## config.mk

```make
export PLATFORM = sky130hd
export DESIGN_NAME = vga_rect_writer
export DESIGN_NICKNAME = d
export VERILOG_FILES = /design/src/rtl/vga_rect_writer.sv
export SDC_FILE = /design/constraint.sdc
export NUM_CORES = 1
export LEC_CHECK = 0
export CAP_MARGIN = 5
export CELL_PAD_IN_SITES_DETAIL_PLACEMENT = 1
export CELL_PAD_IN_SITES_GLOBAL_PLACEMENT = 1
export CORE_ASPECT_RATIO = 2
export CORE_UTILIZATION = 35
export DETAILED_ROUTE_END_ITERATION = 8
export PLACE_DENSITY = 0.71
export SLEW_MARGIN = 20
export SYNTH_ARGS = -nofsm -noshare
export SYNTH_HDL_FRONTEND = slang
export SYNTH_SLANG_ARGS = --single-unit
export TNS_END_PERCENT = 30
```

## constraint.sdc

```tcl
create_clock -name clk -period 7.9 [get_ports clk]
set_input_delay 1.58 -clock clk [delete_from_list [all_inputs] [get_ports clk]]
set_output_delay 1.58 -clock clk [all_outputs]
set_load 0.02 [all_outputs]
```

## src/rtl/vga_rect_writer.sv

```systemverilog
// Rectangle-fill write engine: turns fill commands into a word-per-grant stream of
// framebuffer writes. Optional frame clipping is enabled by defining VGA_RECT_WRITER_CLIP_EN.
module vga_rect_writer #(
  parameter logic [14:0] BASE_ADDR = 15'h0000,
  parameter int          ROW_WORDS = 80,
  parameter int          ROWS      = 120
) (
  input  logic        clk,
  input  logic        reset,
  input  logic        cmd_valid,
  output logic        cmd_ready,
  input  logic [6:0]  cmd_x,
  input  logic [6:0]  cmd_y,
  input  logic [7:0]  cmd_w,
  input  logic [7:0]  cmd_h,
  input  logic [7:0]  cmd_color,
  output logic [14:0] mem_addr,
  output logic [15:0] mem_data,
  output logic        mem_we,
  input  logic        mem_grant,
  output logic        busy,
  output logic        done,
  output logic        err
);

  // state | meaning
  // IDLE  | ready for a command; rejects raise err for one cycle
  // FILL  | presenting writes, advancing one word per grant
  // DONE  | done pulse, last busy cycle

  typedef enum logic [1:0] {IDLE, FILL, DONE} state_t;

  localparam logic [8:0]  ROW_WORDS_9 = 9'(ROW_WORDS);
  localparam logic [8:0]  ROWS_9      = 9'(ROWS);
  localparam logic [14:0] ROW_STEP    = 15'(ROW_WORDS);

  state_t      state;
  logic [7:0]  col_cnt;
  logic [7:0]  row_cnt;
  logic [7:0]  w_reg;
  logic [14:0] row_base;

  logic [8:0]  x9, y9, w9, h9;
  logic [7:0]  w_eff, h_eff;
  logic        reject, empty;
  logic [14:0] y_off, start_addr;

  always_comb begin
    x9 = {2'b00, cmd_x};
    y9 = {2'b00, cmd_y};
    w9 = {1'b0, cmd_w};
    h9 = {1'b0, cmd_h};
`ifdef VGA_RECT_WRITER_CLIP_EN
    reject = (x9 >= ROW_WORDS_9) || (y9 >= ROWS_9);
    w_eff  = 8'((w9 < (ROW_WORDS_9 - x9)) ? w9 : (ROW_WORDS_9 - x9));
    h_eff  = 8'((h9 < (ROWS_9 - y9)) ? h9 : (ROWS_9 - y9));
`else
    reject = ((x9 + w9) > ROW_WORDS_9) || ((y9 + h9) > ROWS_9);
    w_eff  = cmd_w;
    h_eff  = cmd_h;
`endif
    empty = (w_eff == 8'd0) || (h_eff == 8'd0);
    // Constant-coefficient product, evaluated once per command at accept time.
    y_off      = 15'(cmd_y) * ROW_STEP;
    start_addr = BASE_ADDR + y_off + 15'(cmd_x);
  end

  always_ff @(posedge clk) begin
    if (reset) begin
      state     <= IDLE;
      cmd_ready <= 1'b0;
      mem_we    <= 1'b0;
      mem_addr  <= '0;
      mem_data  <= '0;
      busy      <= 1'b0;
      done      <= 1'b0;
      err       <= 1'b0;
      col_cnt   <= '0;
      row_cnt   <= '0;
      w_reg     <= '0;
      row_base  <= '0;
    end else begin
      done <= 1'b0;
      err  <= 1'b0;
      case (state)
        IDLE: begin
          cmd_ready <= 1'b1;
          busy      <= 1'b0;
          mem_we    <= 1'b0;
          if (cmd_valid && cmd_ready) begin
            if (reject) begin
              err <= 1'b1;
            end else begin
              cmd_ready <= 1'b0;
              busy      <= 1'b1;
              mem_data  <= {cmd_color, cmd_color};
              mem_addr  <= start_addr;
              row_base  <= start_addr;
              col_cnt   <= w_eff;
              row_cnt   <= h_eff;
              w_reg     <= w_eff;
              if (empty) begin
                state <= DONE;
                done  <= 1'b1;
              end else begin
                state  <= FILL;
                mem_we <= 1'b1;
              end
            end
          end
        end
        FILL: begin
          if (mem_grant) begin
            if (col_cnt == 8'd1) begin
              if (row_cnt == 8'd1) begin
                state  <= DONE;
                mem_we <= 1'b0;
                done   <= 1'b1;
              end else begin
                // row_base tracks the address of column x0 on the current row
                row_base <= row_base + ROW_STEP;
                mem_addr <= row_base + ROW_STEP;
                col_cnt  <= w_reg;
                row_cnt  <= row_cnt - 8'd1;
              end
            end else begin
              mem_addr <= mem_addr + 15'd1;
              col_cnt  <= col_cnt - 8'd1;
            end
          end
        end
        DONE: begin
          busy      <= 1'b0;
          cmd_ready <= 1'b1;
          state     <= IDLE;
        end
        default: state <= IDLE;
      endcase
    end
  end

endmodule

```

==> results of run 1 <==
## worst register-to-register path, delay by kind of cell, from the launching register on
| kind | cells | cell delay, ns |
|---|---|---|
| AOI/OAI and AO/OA | 2 | 0.41 |
| and+or+nand+nor | 6 | 1.67 |
| DFF | 1 | 0.36 |
## per-stage QoR
| stage | utilization | hold slack (ns) | instance area, um^2 | total power [uW] |
|---|---|---|---|---|
| floorplan | - | 0.4535 | 4995 | 582.1 |
| global placement | 0.4182 | 0.4634 | 5809 | 672.7 |
| detailed placement | 0.4182 | 0.4675 | 5809 | 683.5 |
| CTS | 0.4415 | 0.4769 | 6133 | 1139 |
| global route | 0.4415 | 0.4915 | 6133 | 1180 |
| finish | 0.4415 | 0.4771 | 6133 | 1128 |
## report_power, final
part           leakage, uW  internal (uW)  switching, uW
Combinational      0.00154            122            171
Sequential        0.000558            363           18.4
Clock             0.000157            280            174
Total              0.00226            765            363
## worst min-delay path by stage
stage	startpoint	to	slack (ns)	cells after the start
2_1_floorplan	w_reg[7]	w_reg[7]	0.45	1
3_3_place_gp	w_reg[7]	w_reg[7]	0.46	1
3_5_place_dp	w_reg[7]	w_reg[7]	0.47	1
4_1_cts	w_reg[7]	w_reg[7]	0.48	1
5_1_grt	w_reg[7]	w_reg[7]	0.49	1
6_report	w_reg[7]	w_reg[7]	0.48	1
## cell usage after synthesis, types with 3 or more instances
| master | n | area, um^2 |
|---|---|---|
| dfxtp_1 | 69 | 1381 |
| o211a_1 | 3 | 30.03 |
| buf_2 | 5 | 25.02 |
| inv_1 | 21 | 78.83 |
| nand2_1 | 39 | 146.4 |
| buf_4 | 10 | 75.07 |
| nor2_1 | 92 | 345.3 |
| nand2b_1 | 5 | 31.28 |
| and3_1 | 8 | 50.05 |
| xor2_1 | 18 | 157.7 |
| a31oi_1 | 3 | 18.77 |
| mux2i_1 | 22 | 220.2 |
| xnor2_1 | 25 | 219.0 |
| o21a_1 | 4 | 30.03 |
| nand3_1 | 15 | 75.07 |
| buf_6 | 4 | 45.04 |
| o21ai_0 | 21 | 105.1 |
| a211oi_1 | 34 | 255.2 |
| ha_1 | 33 | 412.9 |
| nor4_1 | 6 | 37.54 |
| nand4_1 | 5 | 31.28 |
| or3_1 | 6 | 37.54 |
| o211ai_1 | 5 | 37.54 |
| a21oi_1 | 52 | 260.3 |
| clkbuf_1 | 22 | 82.58 |
| a32o_1 | 10 | 100.1 |
| nor3b_1 | 4 | 30.03 |
| fa_1 | 4 | 80.08 |
| o2111ai_1 | 3 | 26.28 |
| nor2b_1 | 7 | 43.79 |
| nor3_1 | 16 | 80.08 |
| a21o_1 | 5 | 37.54 |
| nand3b_1 | 3 | 22.52 |
## area by class of cell
type,instances,share of cell area
repair buffers,82,0.1310
multi-input cells,486,0.5396
clock buffers,10,0.03733
inverters,21,0.01285
well taps,189,0.03856
flip-flops and latches,69,0.2252
clock inverters,6,0.01550
## layer usage
metal,share of wire,vias up,GRT usage
li1,-,2318,-
met1,0.36,2336,0.2149
met2,0.58,78,0.4572
met3,0.020,41,0.02750
met4,0.041,0,0.1217
met5,0,-,0
## cells by family after synthesis
logic type,after synthesis,share of synthesized area
AOI/OAI and AO/OA,165,0.2357
muxes,23,0.04634
xor gates and xnor gates,43,0.07540
and+or+nand+nor,218,0.2059
DFF,69,0.2766
adders and majority gates,37,0.09870
buffers and inverters,62,0.06137
==> metrics.md, run 1 <==
| Metric | Value |
|---|---|
| Status | completed |
| Critical path launch point type | input pin |
| CP Depth | 11 |
| F_max | 202.2 MHz |
| Iter 0 DRT Violations | 141 |
| Max FO, Critical Path | 44 |
| Worst path max stage delay | approximately 0.9 ns |
| Number of I/O port buffers | 77 |
| Final Hold Vio Count | 0 |
| Most frequent cells in the layout | nor2_1 (92), clkdlybuf4s50_1 (76), dfxtp_1 (69) |
| Initial Util | 0.3596 |
| Area of the multi-input gates | 3309 um^2 |
| Period utilization | 0.6261 |
| CP Capture Type | register |
| Routed WL | around 16 mm |
| Gr usage total | 0.2275 |
| Clk pin slew, worst setup/hold paths | ~0.07 ns |
| Register area share after synthesis | 0.2766 |
| Placed Cells incl. Taps | 847 |
| CTS tree | done |
| Critical path class | in2reg |
| Max-slew violation count | 0 |
| R2R Path Start | col_cnt[2] |
| R2r setup slk | 5.38 ns |
| Hold buffers post-CTS | 0 |
| Worst-path cell chain | clkdlybuf4s50_1 > ha_1 > fa_1 > a211oi_2 > nor3_2 > o221ai_1 > and3_1 > o211ai_2 > o21ai_4 > o211ai_1 > o211a_1 |
| Post-CTS setup buffers | 0 |
| Max Cap Viol | 0 |
| Syn avg cell area | just over 8 um^2 |
| # setup viols final | 0 |
| H-tree levels | 3 |
| CTS sink count | 69 |
| Vias in the first global route | 5,168 |
| Power Dens Cells | 184.0 nW/um^2 |
| CTS Buf Count | 9 |
| Leakage Power | 0.002258 uW |
| Post-synthesis cell count | 617 |
| Worst vdd ir | 0.0001295 V |
| Global-route wire length before repair | between 20 and 30 mm |
| Non-filler cells, final | ~860 |
| Worst setup margin | just under 3 ns |
| Flops & latches, synth | 69 |
| Worst setup endpoint | mem_addr[4] |
| Main synth FF type | dfxtp_1 |
| Die height | 170.9 um |
| Synth warn | 0 |
| Core Box Area | 13,890 um^2 |
| Remaining Overflow, GRT | 0 |
| Root Buffer | clkbuf_16 |
| Routability cong. | 0.8793 |
| Post-synth ARST share | 0 |
| Drt first pass iters | 4 |
| Residual DRC | 0 |
| Slew HR | 0.2893 |
| Min Tclk post-route | 4.946 ns |
| CP max stage cell | o21ai_4 |
| P&R area growth vs syn | 22.80% |
| Post-synth net total | 696 |
| Setup Skew | 0.01010 ns |
| Least-Margin Pin Slew | 1.062 ns |
| Fillers | 1,708 |
| Top Family by Delay on Critical Path | compound AO/OA/AOI/OAI gates |
| Initial antenna violation count | 0 |
| Layout cells sized above 1 | 0.05490 |
| Final ANT Viol Nets | 0 |
| WL/cell | 18.54 um |
| Number of flops mapped to enable cells by yosys | 0 |
| R2R depth | 8 |
| Via/cell ratio | 5.531 |
| Buf/Inv on CP | 1 |
| Total die area | 14,780 um^2 |
| Setup TNS | 0 ns |
| Die width | 86.47 um |
| Worst R2R End | mem_addr[13] |
| Worst EP required | 8.14 ns |
| Cell Area, Synth | 4995 um^2 |
| ANT cells | 0 |
| Leading cell type in the layout, fill and taps excluded | nor2_1 |
| Worst setup path start | cmd_x[0] |
| Placement Rows | 61 |
| Routed vias | 4,773 |
| Count of cell types in the netlist | 65 |
| Biggest regs | mem_addr (15), row_base (15) |
| RSZ-0062 raised after global routing | false |
| Number of I/O pins | 78 |
| Clock Latency Late Sink | 0.35 ns |
| Crit path arrival time | 5.18 ns |
| Nets | 748 |
| Place WS | around 2.6 ns |
| Reg area | 1381 um^2 |
| # resized after CTS | 0 |
| Clk buf depth | 2 |
| Hold crit path type | reg2reg |
| Hpwl dp | between 10 and 15 mm |
| Largest net degree at the start of global routing | 71 |
(Power assumes the default switching activity.)
==> inputs of run 2 (changes only) <==
==> constraint.sdc (replaced) <==
create_clock -name clk -period 4.8 [get_ports clk]
set_input_delay 0.96 -clock clk [delete_from_list [all_inputs] [get_ports clk]]
set_output_delay 0.96 -clock clk [all_outputs]
set_load 0.02 [all_outputs]
==> metrics.md, run 2 (same netlist as run 1, synthesis figures left out) <==
| Metric | Value |
|---|---|
| Via/cell ratio | 5.551 |
| R2r setup slk | roughly 2.2 ns |
| Final ANT Viol Nets | 0 |
| Hold buffers post-CTS | 0 |
| Hpwl dp | 12.19 mm |
| CP Capture Type | register |
| Final Hold Vio Count | 0 |
| Routed vias | 4,813 |
| Clk buf depth | 2 |
| Min Tclk post-route | 3.910 ns |
| Met2 Use GR | 0.4382 |
| H-tree levels | 3 |
| Max Cap Viol | 0 |
| Crit path arrival time | a little over 4 ns |
| Leading cell type in the layout, fill and taps excluded | nor2_1 |
| Period utilization | 0.8146 |
| Routed WL | around 16 mm |
| Grt met3 use | 0.02991 |
| CTS Buf Count | 9 |
| Initial antenna violation count | 0 |
| CTS sink count | 69 |
| Setup Skew | 0.009644 ns |
| Power Dens Cells | 284.7 nW/um^2 |
| Setup TNS | 0 ns |
| Final core utilization | 0.4410 |
| Vias in the first global route | 5,049 |
| Number of I/O port buffers | a little under 80 |
| Worst EP required | 5.03 ns |
| Gr usage total | 0.2269 |
| RSZ-0062 raised after global routing | false |
| Clk pin slew, worst setup/hold paths | ~0.060 ns |
| WL/cell | between 15 and 20 um |
| Slew HR | 0.4328 |
| GR peak layer | met2 |
| Routability cong. | 0.8638 |
| F_max | 255.8 MHz |
| Critical path class | in2reg |
| # setup viols final | 0 |
| Residual DRC | 0 |
| Die width | 86.47 um |
| # resized after CTS | 0 |
| Clock Latency Late Sink | around 0.34 ns |
| Max-slew violation count | 0 |
| Layout cells sized above 1 | 0.06195 |
| Worst vdd ir | 0.0001701 V |
| Initial Util | 0.3596 |
| Remaining Overflow, GRT | 0 |
| Largest net degree at the start of global routing | 67 |
| Total die area | 14,780 um^2 |
| Biggest regs | mem_addr (15), row_base (15) |
| Status | completed |
| Iter 0 DRT Violations | 188 |
| ANT cells | 0 |
| R2R depth | 9 |
| Nets | around 750 |
| Number of I/O pins | 78 |
| Placed Cells incl. Taps | 851 |
| P&R area growth vs syn | 22.65% |
| Hold crit path type | reg2reg |
| Hold path depth | 2 |
| Most frequent cells in the layout | nor2_1 (92), clkdlybuf4s50_1 (76), dfxtp_1 (69) |
| GR met1 Demand/Resource | 0.2237 |
| Placement Rows | 61 |
| Core Box Area | 13,890 um^2 |
| Post-CTS setup buffers | 0 |
| Global-route wire length before repair | 25.52 mm |
| Leakage Power | 0.002261 uW |
| Die height | roughly 170 um |
| Critical path launch point type | input pin |
| Drt first pass iters | 4 |
| CTS tree | done |
| Non-filler cells, final | 867 |
| Least-Margin Pin Slew | 0.8508 ns |
| Root Buffer | clkbuf_16 |
| Max FO, Critical Path | 16 |
run 2: layer usage:
layer	up-vias	routed length (um)
met4	0	731
li1	2331	-
met3	42	327
met1	2354	5744
met2	86	9018
met5	-	0
run 2: worst paths after layout:
| check | from | endpoint |
|---|---|---|
| max | cmd_x[0] | row_cnt[7] |
| min | w_reg[2] | w_reg[2] |
| max reg2reg | col_cnt[2] | mem_addr[13] |
| min reg2reg | w_reg[2] | w_reg[2] |
run 2: layout make-up:
class | instances | area, um^2
Sequential cell | 69 | 1381
Inverter | 21 | 78.83
Tap cell | 189 | 236.5
Timing Repair Buffer | 86 | 845.8
Multi-Input combinational cell | 486 | 3309
Clock inverter | 7 | 48.80
Clock buffer | 9 | 225.2
Fill cell | 1710 | 7765
run 2: critical path, stage by stage:
cell and delay (ns):
clkdlybuf4s50_1 0.47, ha_1 0.29, fa_1 0.44, xnor2_1 0.20
nand3b_1 0.09, or3_1 0.32, a32oi_2 0.29, o211ai_4 0.15
o32ai_4 0.18, buf_4 0.28, a21bo_1 0.23, a32o_1 0.24
run 2: report_power, final:
group | total, uW | switching (uW) | internal [uW] | leakage, uW
clock network | 632 | 281 | 351 | 0.000136
logic | 483 | 279 | 204 | 0.00157
registers | 629 | 30.4 | 598 | 0.000558
total | 1740 | 590 | 1150 | 0.00226
run 2: metrics by stage:
stage          instance area [um^2]  setup slack [ns]  hold slack (ns)  power [uW]
3_5_place_dp                   5852            0.5092           0.4836        1126
3_3_place_gp                   5852            0.5832           0.4591        1105
6_report                       6126            0.8901           0.4943        1744
2_1_floorplan                  4995             1.429           0.4535       958.1
4_1_cts                        6126            0.8595           0.5011        1770
5_1_grt                        6126            0.6206           0.5155        1849
